<file path="src/rtl/ipc_doorbell_ctrl_if.sv">
// Single-beat AXI4-Lite port used by the doorbell poller.
// The master side is the poller; the slave side is the interconnect.
interface ipc_doorbell_ctrl_if #(
    parameter int ADDR_WIDTH = 32,
    parameter int DATA_WIDTH = 32
);
    logic [ADDR_WIDTH-1:0]   araddr;
    logic [2:0]              arprot;
    logic                    arvalid;
    logic                    arready;
    logic [DATA_WIDTH-1:0]   rdata;
    logic [1:0]              rresp;
    logic                    rvalid;
    logic                    rready;
    logic [ADDR_WIDTH-1:0]   awaddr;
    logic [2:0]              awprot;
    logic                    awvalid;
    logic                    awready;
    logic [DATA_WIDTH-1:0]   wdata;
    logic [DATA_WIDTH/8-1:0] wstrb;
    logic                    wvalid;
    logic                    wready;
    logic [1:0]              bresp;
    logic                    bvalid;
    logic                    bready;

    modport master (
        output araddr, arprot, arvalid,
        input  arready,
        input  rdata, rresp, rvalid,
        output rready,
        output awaddr, awprot, awvalid,
        input  awready,
        output wdata, wstrb, wvalid,
        input  wready,
        input  bresp, bvalid,
        output bready
    );

    modport slave (
        input  araddr, arprot, arvalid,
        output arready,
        output rdata, rresp, rvalid,
        input  rready,
        input  awaddr, awprot, awvalid,
        output awready,
        input  wdata, wstrb, wvalid,
        output wready,
        output bresp, bvalid,
        input  bready
    );
endinterface

</file>
<file path="src/rtl/ipc_doorbell_ctrl.sv">
// Doorbell poller: reads the host doorbell word, kicks ipc_get when it is
// nonzero, waits for ipc_get to go idle again, then writes the doorbell to 0.
module ipc_doorbell_ctrl #(
    parameter int ADDR_WIDTH = 32,
    parameter int DATA_WIDTH = 32,
    parameter logic [ADDR_WIDTH-1:0] DOORBELL_ADDR = ADDR_WIDTH'(32'h0000_1000),
    parameter int POLL_INTERVAL = 1000
) (
    input  logic        clk,
    input  logic        resetn,
    input  logic        ENABLE,
    output logic        GET_START,
    input  logic        GET_IDLE,
    output logic        BUSY,
    output logic [31:0] MSG_COUNT,
    output logic        ERROR,
    ipc_doorbell_ctrl_if.master axi
);

    localparam int CW = (POLL_INTERVAL > 1) ? $clog2(POLL_INTERVAL) : 1;
    localparam logic [CW-1:0] RELOAD = CW'(POLL_INTERVAL - 1);

    typedef enum logic [2:0] {
        POLL_WAIT,
        RD_ADDR,
        RD_DATA,
        START_GET,
        WAIT_GET,
        WR_REQ,
        WR_RESP
    } state_t;

    state_t        state_q, state_d;
    logic [CW-1:0] cnt_q, cnt_d;
    logic          arvalid_q, arvalid_d;
    logic          rready_q, rready_d;
    logic          awvalid_q, awvalid_d;
    logic          wvalid_q, wvalid_d;
    logic          bready_q, bready_d;
    logic          aw_done_q, aw_done_d;
    logic          w_done_q, w_done_d;
    logic          start_q, start_d;
    logic [31:0]   msg_q, msg_d;
    logic          err_q, err_d;
    logic          aw_hs, w_hs;

    assign aw_hs = awvalid_q & axi.awready;
    assign w_hs  = wvalid_q & axi.wready;

    always_ff @(posedge clk) begin
        if (!resetn) begin
            state_q   <= POLL_WAIT;
            cnt_q     <= RELOAD;
            arvalid_q <= 1'b0;
            rready_q  <= 1'b0;
            awvalid_q <= 1'b0;
            wvalid_q  <= 1'b0;
            bready_q  <= 1'b0;
            aw_done_q <= 1'b0;
            w_done_q  <= 1'b0;
            start_q   <= 1'b0;
            msg_q     <= 32'd0;
            err_q     <= 1'b0;
        end else begin
            state_q   <= state_d;
            cnt_q     <= cnt_d;
            arvalid_q <= arvalid_d;
            rready_q  <= rready_d;
            awvalid_q <= awvalid_d;
            wvalid_q  <= wvalid_d;
            bready_q  <= bready_d;
            aw_done_q <= aw_done_d;
            w_done_q  <= w_done_d;
            start_q   <= start_d;
            msg_q     <= msg_d;
            err_q     <= err_d;
        end
    end

    always_comb begin
        state_d   = state_q;
        cnt_d     = cnt_q;
        arvalid_d = arvalid_q;
        rready_d  = rready_q;
        awvalid_d = awvalid_q;
        wvalid_d  = wvalid_q;
        bready_d  = bready_q;
        aw_done_d = aw_done_q;
        w_done_d  = w_done_q;
        start_d   = 1'b0;
        msg_d     = msg_q;
        err_d     = err_q;
        unique case (state_q)
            POLL_WAIT: begin
                if (ENABLE) begin
                    if (cnt_q == '0) begin
                        arvalid_d = 1'b1;
                        state_d   = RD_ADDR;
                    end else begin
                        cnt_d = cnt_q - CW'(1);
                    end
                end
            end
            RD_ADDR: begin
                if (axi.arready) begin
                    arvalid_d = 1'b0;
                    rready_d  = 1'b1;
                    state_d   = RD_DATA;
                end
            end
            RD_DATA: begin
                if (axi.rvalid) begin
                    rready_d = 1'b0;
                    if (axi.rresp != 2'b00) begin
                        err_d   = 1'b1;
                        cnt_d   = RELOAD;
                        state_d = POLL_WAIT;
                    end else if (axi.rdata == '0) begin
                        cnt_d   = RELOAD;
                        state_d = POLL_WAIT;
                    end else begin
                        start_d = 1'b1;
                        state_d = START_GET;
                    end
                end
            end
            START_GET: begin
                state_d = WAIT_GET;
            end
            WAIT_GET: begin
                // ipc_get is already busy by the time this is first sampled
                if (GET_IDLE) begin
                    awvalid_d = 1'b1;
                    wvalid_d  = 1'b1;
                    aw_done_d = 1'b0;
                    w_done_d  = 1'b0;
                    state_d   = WR_REQ;
                end
            end
            WR_REQ: begin
                if (aw_hs) begin
                    awvalid_d = 1'b0;
                    aw_done_d = 1'b1;
                end
                if (w_hs) begin
                    wvalid_d = 1'b0;
                    w_done_d = 1'b1;
                end
                if ((aw_done_q | aw_hs) && (w_done_q | w_hs)) begin
                    bready_d = 1'b1;
                    state_d  = WR_RESP;
                end
            end
            WR_RESP: begin
                if (axi.bvalid) begin
                    bready_d = 1'b0;
                    if (axi.bresp == 2'b00) begin
                        msg_d = msg_q + 32'd1;
                    end else begin
                        err_d = 1'b1;
                    end
                    cnt_d   = RELOAD;
                    state_d = POLL_WAIT;
                end
            end
            default: begin
                state_d = POLL_WAIT;
            end
        endcase
    end

    assign GET_START   = start_q;
    assign BUSY        = (state_q != POLL_WAIT);
    assign MSG_COUNT   = msg_q;
    assign ERROR       = err_q;

    assign axi.araddr  = DOORBELL_ADDR;
    assign axi.arprot  = 3'b000;
    assign axi.arvalid = arvalid_q;
    assign axi.rready  = rready_q;
    assign axi.awaddr  = DOORBELL_ADDR;
    assign axi.awprot  = 3'b000;
    assign axi.awvalid = awvalid_q;
    assign axi.wdata   = '0;
    assign axi.wstrb   = {(DATA_WIDTH/8){1'b1}};
    assign axi.wvalid  = wvalid_q;
    assign axi.bready  = bready_q;

endmodule
</file>
<file path="src/flat_wrapper.sv">
// flat-port wrapper written by rule: the top's interface ports become plain ports
module ipc_doorbell_ctrl_flat 
#(
    parameter int ADDR_WIDTH = 32,
    parameter int DATA_WIDTH = 32,
    parameter logic [ADDR_WIDTH-1:0] DOORBELL_ADDR = ADDR_WIDTH'(32'h0000_1000),
    parameter int POLL_INTERVAL = 1000
)
  (clk, resetn, ENABLE, GET_START, GET_IDLE, BUSY, MSG_COUNT, ERROR, axi_araddr, axi_arprot, axi_arvalid, axi_arready, axi_rdata, axi_rresp, axi_rvalid, axi_rready, axi_awaddr, axi_awprot, axi_awvalid, axi_awready, axi_wdata, axi_wstrb, axi_wvalid, axi_wready, axi_bresp, axi_bvalid, axi_bready);
  ipc_doorbell_ctrl_if #(.ADDR_WIDTH(ADDR_WIDTH), .DATA_WIDTH(DATA_WIDTH)) axi_i ();
  input  logic clk;
  input  logic resetn;
  input  logic ENABLE;
  output logic GET_START;
  input  logic GET_IDLE;
  output logic BUSY;
  output logic [31:0] MSG_COUNT;
  output logic ERROR;
  output wire logic [$bits(axi_i.araddr)-1:0] axi_araddr;
  output wire logic [$bits(axi_i.arprot)-1:0] axi_arprot;
  output wire logic [$bits(axi_i.arvalid)-1:0] axi_arvalid;
  input wire logic [$bits(axi_i.arready)-1:0] axi_arready;
  input wire logic [$bits(axi_i.rdata)-1:0] axi_rdata;
  input wire logic [$bits(axi_i.rresp)-1:0] axi_rresp;
  input wire logic [$bits(axi_i.rvalid)-1:0] axi_rvalid;
  output wire logic [$bits(axi_i.rready)-1:0] axi_rready;
  output wire logic [$bits(axi_i.awaddr)-1:0] axi_awaddr;
  output wire logic [$bits(axi_i.awprot)-1:0] axi_awprot;
  output wire logic [$bits(axi_i.awvalid)-1:0] axi_awvalid;
  input wire logic [$bits(axi_i.awready)-1:0] axi_awready;
  output wire logic [$bits(axi_i.wdata)-1:0] axi_wdata;
  output wire logic [$bits(axi_i.wstrb)-1:0] axi_wstrb;
  output wire logic [$bits(axi_i.wvalid)-1:0] axi_wvalid;
  input wire logic [$bits(axi_i.wready)-1:0] axi_wready;
  input wire logic [$bits(axi_i.bresp)-1:0] axi_bresp;
  input wire logic [$bits(axi_i.bvalid)-1:0] axi_bvalid;
  output wire logic [$bits(axi_i.bready)-1:0] axi_bready;
  assign axi_araddr = axi_i.araddr;
  assign axi_arprot = axi_i.arprot;
  assign axi_arvalid = axi_i.arvalid;
  assign axi_i.arready = axi_arready;
  assign axi_i.rdata = axi_rdata;
  assign axi_i.rresp = axi_rresp;
  assign axi_i.rvalid = axi_rvalid;
  assign axi_rready = axi_i.rready;
  assign axi_awaddr = axi_i.awaddr;
  assign axi_awprot = axi_i.awprot;
  assign axi_awvalid = axi_i.awvalid;
  assign axi_i.awready = axi_awready;
  assign axi_wdata = axi_i.wdata;
  assign axi_wstrb = axi_i.wstrb;
  assign axi_wvalid = axi_i.wvalid;
  assign axi_i.wready = axi_wready;
  assign axi_i.bresp = axi_bresp;
  assign axi_i.bvalid = axi_bvalid;
  assign axi_bready = axi_i.bready;
  ipc_doorbell_ctrl #(.ADDR_WIDTH(ADDR_WIDTH), .DATA_WIDTH(DATA_WIDTH), .DOORBELL_ADDR(DOORBELL_ADDR), .POLL_INTERVAL(POLL_INTERVAL)) u_core (.clk(clk), .resetn(resetn), .ENABLE(ENABLE), .GET_START(GET_START), .GET_IDLE(GET_IDLE), .BUSY(BUSY), .MSG_COUNT(MSG_COUNT), .ERROR(ERROR), .axi(axi_i));
endmodule
</file>
<file path="config.mk">
export PLATFORM = sky130hd
export DESIGN_NAME = ipc_doorbell_ctrl_flat
export DESIGN_NICKNAME = d
export VERILOG_FILES = /design/src/rtl/ipc_doorbell_ctrl_if.sv /design/src/rtl/ipc_doorbell_ctrl.sv /design/src/flat_wrapper.sv
export SDC_FILE = /design/constraint.sdc
export NUM_CORES = 1
export LEC_CHECK = 0
export CAP_MARGIN = 5
export CORE_MARGIN = 8
export CORE_UTILIZATION = 36
export DETAILED_ROUTE_END_ITERATION = 8
export PLACE_DENSITY = 0.74
export RECOVER_POWER = 25
export SETUP_SLACK_MARGIN = 0.15
export SLEW_MARGIN = 40
export SYNTH_ARGS = -nofsm -noshare
export SYNTH_HDL_FRONTEND = slang
export SYNTH_SLANG_ARGS = --single-unit
</file>
<file path="constraint.sdc">
create_clock -name clk -period 2.6 [get_ports clk]
set_input_delay 0.26 -clock clk [delete_from_list [all_inputs] [get_ports clk]]
set_output_delay 0.26 -clock clk [all_outputs]
set_load 0.1 [all_outputs]
</file>
==> flow_summary.toml <==
[sta]
worstMarginPinSlew_ps = 1216
relSlewSlack_pct = 19.27
whs_ps = 497.5
hold_viol_final = 0
finalSetupViolCount = 0
period_share_pct = 83.32
clock_skew_ps = 11.74
slew_violations = 0
min_period_ps = 2166
max_freq_ghz = 0.4616
grt_setup_unrepaired = "false"
fin_setup_tns_ps = 0

[power_and_ir_drop]
power_density_nw_per_um2 = 512.4
p_switching_mw = 1.031
peakVddDrop_uv = 212.4
p_comb_share_pct = 38.7
p_leak_nw = 1.626
intPower_mw = 1.100
clkPwrFrac_pct = 21.9
switching_share_pct = 48.38
pwr-share-seq_pct = 39.4

[clock_tree]
cts_tree = "done"
path_clk_slew_ps = 100
cts_resized = 0
clock-sinks = 54
holdBufCountCts = 0
postCtsSetupBuffers = 0
htreeDepth = 2
insertion_delay_ps = 310
cts_buffers = 5
clockBufferDepth = 2
cts-root-buf = "clkbuf_8"

[status]
status = "complete, no violations"

[synthesis]
ys_ff_latch = 54
synthTopCellsByArea = "dfxtp_1, buf_4, xnor2_1, nor2_1, nand2_1"
synth_common_cells = "buf_4, dfxtp_1, nor2_1, nand2_1, xnor2_1"
syn_area_per_cell_sq_um = 8.083
synthCells = 456
yosysUniqueCellTypes = 52
synth_top_area_share_pct = 29.33
synth-edff-count = 0
async_reset_ff_share_pct = 0
yosysTopAreaCell = "dfxtp_1"
yosys_warnings = 0
ys_seq_area_share_pct = 29.33
synth.most_common_cell = "buf_4"
synth_ff_type = "dfxtp_1"
synth_area_sq_um = 3686

[setup_path]
crit_arrival_ps = 2370
regToRegSetupSlack_ps = 430
r2r_cells = 5
critPathSlowestCell = "dfxtp_1"
critPathLaunchType = "flop"
critical_path.max_stage_delay_ps = 580
r2r_start = "u_core.state_q[1]"
cp_max_fo = 15
end_kind = "flop"
r2r-end = "u_core.MSG_COUNT[16]"
cp_cell_sequence = "and4b_1 -> nand3_2 -> nor4_1 -> xnor2_1 -> nor2_1"
startpoint = "u_core.state_q[1]"
crit_end = "u_core.MSG_COUNT[16]"
worstSetupPathType = "reg -> reg"
cp.required_ps = 2800

[grt]
grt_max_degree = 32
grt_pass1_vias = 3007
grt_usage_pct = 12.67
antenna_found_initial = 0
grt_overflow = 0
grt_pass1_wl_um = 14260

[detailed_routing]
via_per_inst = 4.682
drcViolationCount = 0
routedWlPerCell_um = 13.80
postRouteAntennaNets = 0
drt-total-wl_um = 9232
drtIter0Drc = 136
dr.pass1.iters = 5
vias = 3132

[floorplan]
die_area_sq_um = 13730
die_x_um = 117.2
die_h_um = 117.2
start_util_pct = 36.36
ios = 191
rows = 37
core_area_sq_um = 10140

[worst_hold_path]
hold_class = "reg -> reg"
hold_path.startpoint = "u_core.cnt_q[8]"

[final_layout]
synthToLayoutAreaGrowth_pct = 12.86
layout-drive-gt1-share_pct = 11.63
nNetsFinal = 581
diodes = 0

[placement]
globalplace.congestion = 0.8258
hpwl_um = 7358
port_buffers = 84

[job]
maxCapViolations = 0
[how the worst min path moves through the flow]
stage	to	slack, ps	depth (start not counted)
floorplan	u_core.GET_START	370	2
global placement	u_core.cnt_q[8]	450	1
detailed placement	u_core.cnt_q[8]	480	1
CTS	u_core.cnt_q[8]	500	1
global route	u_core.cnt_q[8]	540	1
finish	u_core.cnt_q[8]	500	1
[cells by family after synthesis]
family                     count (synthesis)  synth area share, %
muxes                                      3               0.8486
AOI/OAI and AO/OA                         59                10.49
and+or+nand+nor                          170                26.31
adders and majority gates                  3                1.018
buffers and inverters                    139                25.63
DFF                                       54                29.33
xor gates and xnor gates                  26                6.178
other                                      2               0.2037
[flip-flops by register name, summed over array words and instances, names as in the netlist]
signal and cells:
u_core.axi.rready 1, u_core.axi.awvalid 1, u_core.axi.bready 1, u_core.axi.wvalid 1, u_core.GET_START 1, u_core.aw_done_q 1, u_core.cnt_q 10, u_core.state_q 3
u_core.ERROR 1, u_core.MSG_COUNT 32, u_core.axi.arvalid 1, u_core.w_done_q 1
[per-stage QoR]
step | instances | setup WS, ps | instance area, sq um | total power [mW] | util, %
detailed placement | 662 | 241.4 | 4160 | 1.676 | 41.03
global route | 669 | 233.2 | 4160 | 2.206 | 41.03
global placement | 662 | 323.0 | 4160 | 1.672 | 41.03
CTS | 669 | 435.8 | 4243 | 2.144 | 41.85
finish | 669 | 433.7 | 4160 | 2.132 | 41.03
floorplan | 560 | 176.8 | 4085 | 1.707 | -
[power by group through the flow]
stage          registers, mW  clock network (mW)  logic (mW)
2_1_floorplan          0.880                   0       0.827
3_3_place_gp           0.858                   0       0.815
3_5_place_dp           0.858                   0       0.818
4_1_cts                0.839               0.487       0.818
5_1_grt                0.841               0.519       0.846
6_report               0.839               0.468       0.825
[metal layers]
metal  wire [um]  global-route usage, %  vias to the layer above
li1            -                      -                     1514
met1        3597                  14.59                     1444
met2        4471                  22.32                      172
met3        1141                  4.310                        2
met4          22                  2.389                        0
met5           0                      0                        -
[worst max-delay path, delay by kind of cell (launching register included)]
kind / cells / cell delay (ps)
AND/OR/NAND/NOR: 4 / 1310
flip-flops: 1 / 580
XOR/XNOR: 1 / 170
[layout by cell type (no fill, tap or decap), drive strengths merged, types with 3 or more instances in the layout]
master           n
inv             13
xnor2           25
o21ai           12
nor4            23
or3              6
and3             5
conb           106
nand3            9
nor2b            3
a31oi           10
nand2           30
nor2            44
clkdlybuf4s50   44
a31o             3
nor4b            3
clkbuf          27
nand2b           3
nand4            8
ha               3
a21oi           19
nor3            23
and4             4
a311oi           4
buf             26
dfxtp           54
[cell type report]
| cell class | count | area (sq um) |
|---|---|---|
| Clock inverter | 2 | 13.76 |
| Clock buffer | 5 | 68.82 |
| Tap cell | 136 | 170.2 |
| Inverter | 13 | 48.80 |
| Timing Repair Buffer | 92 | 718.2 |
| Multi-Input combinational cell | 367 | 2051 |
| Sequential cell | 54 | 1090 |
| Fill cell | 1069 | 5978 |
(Power assumes the default switching activity.)
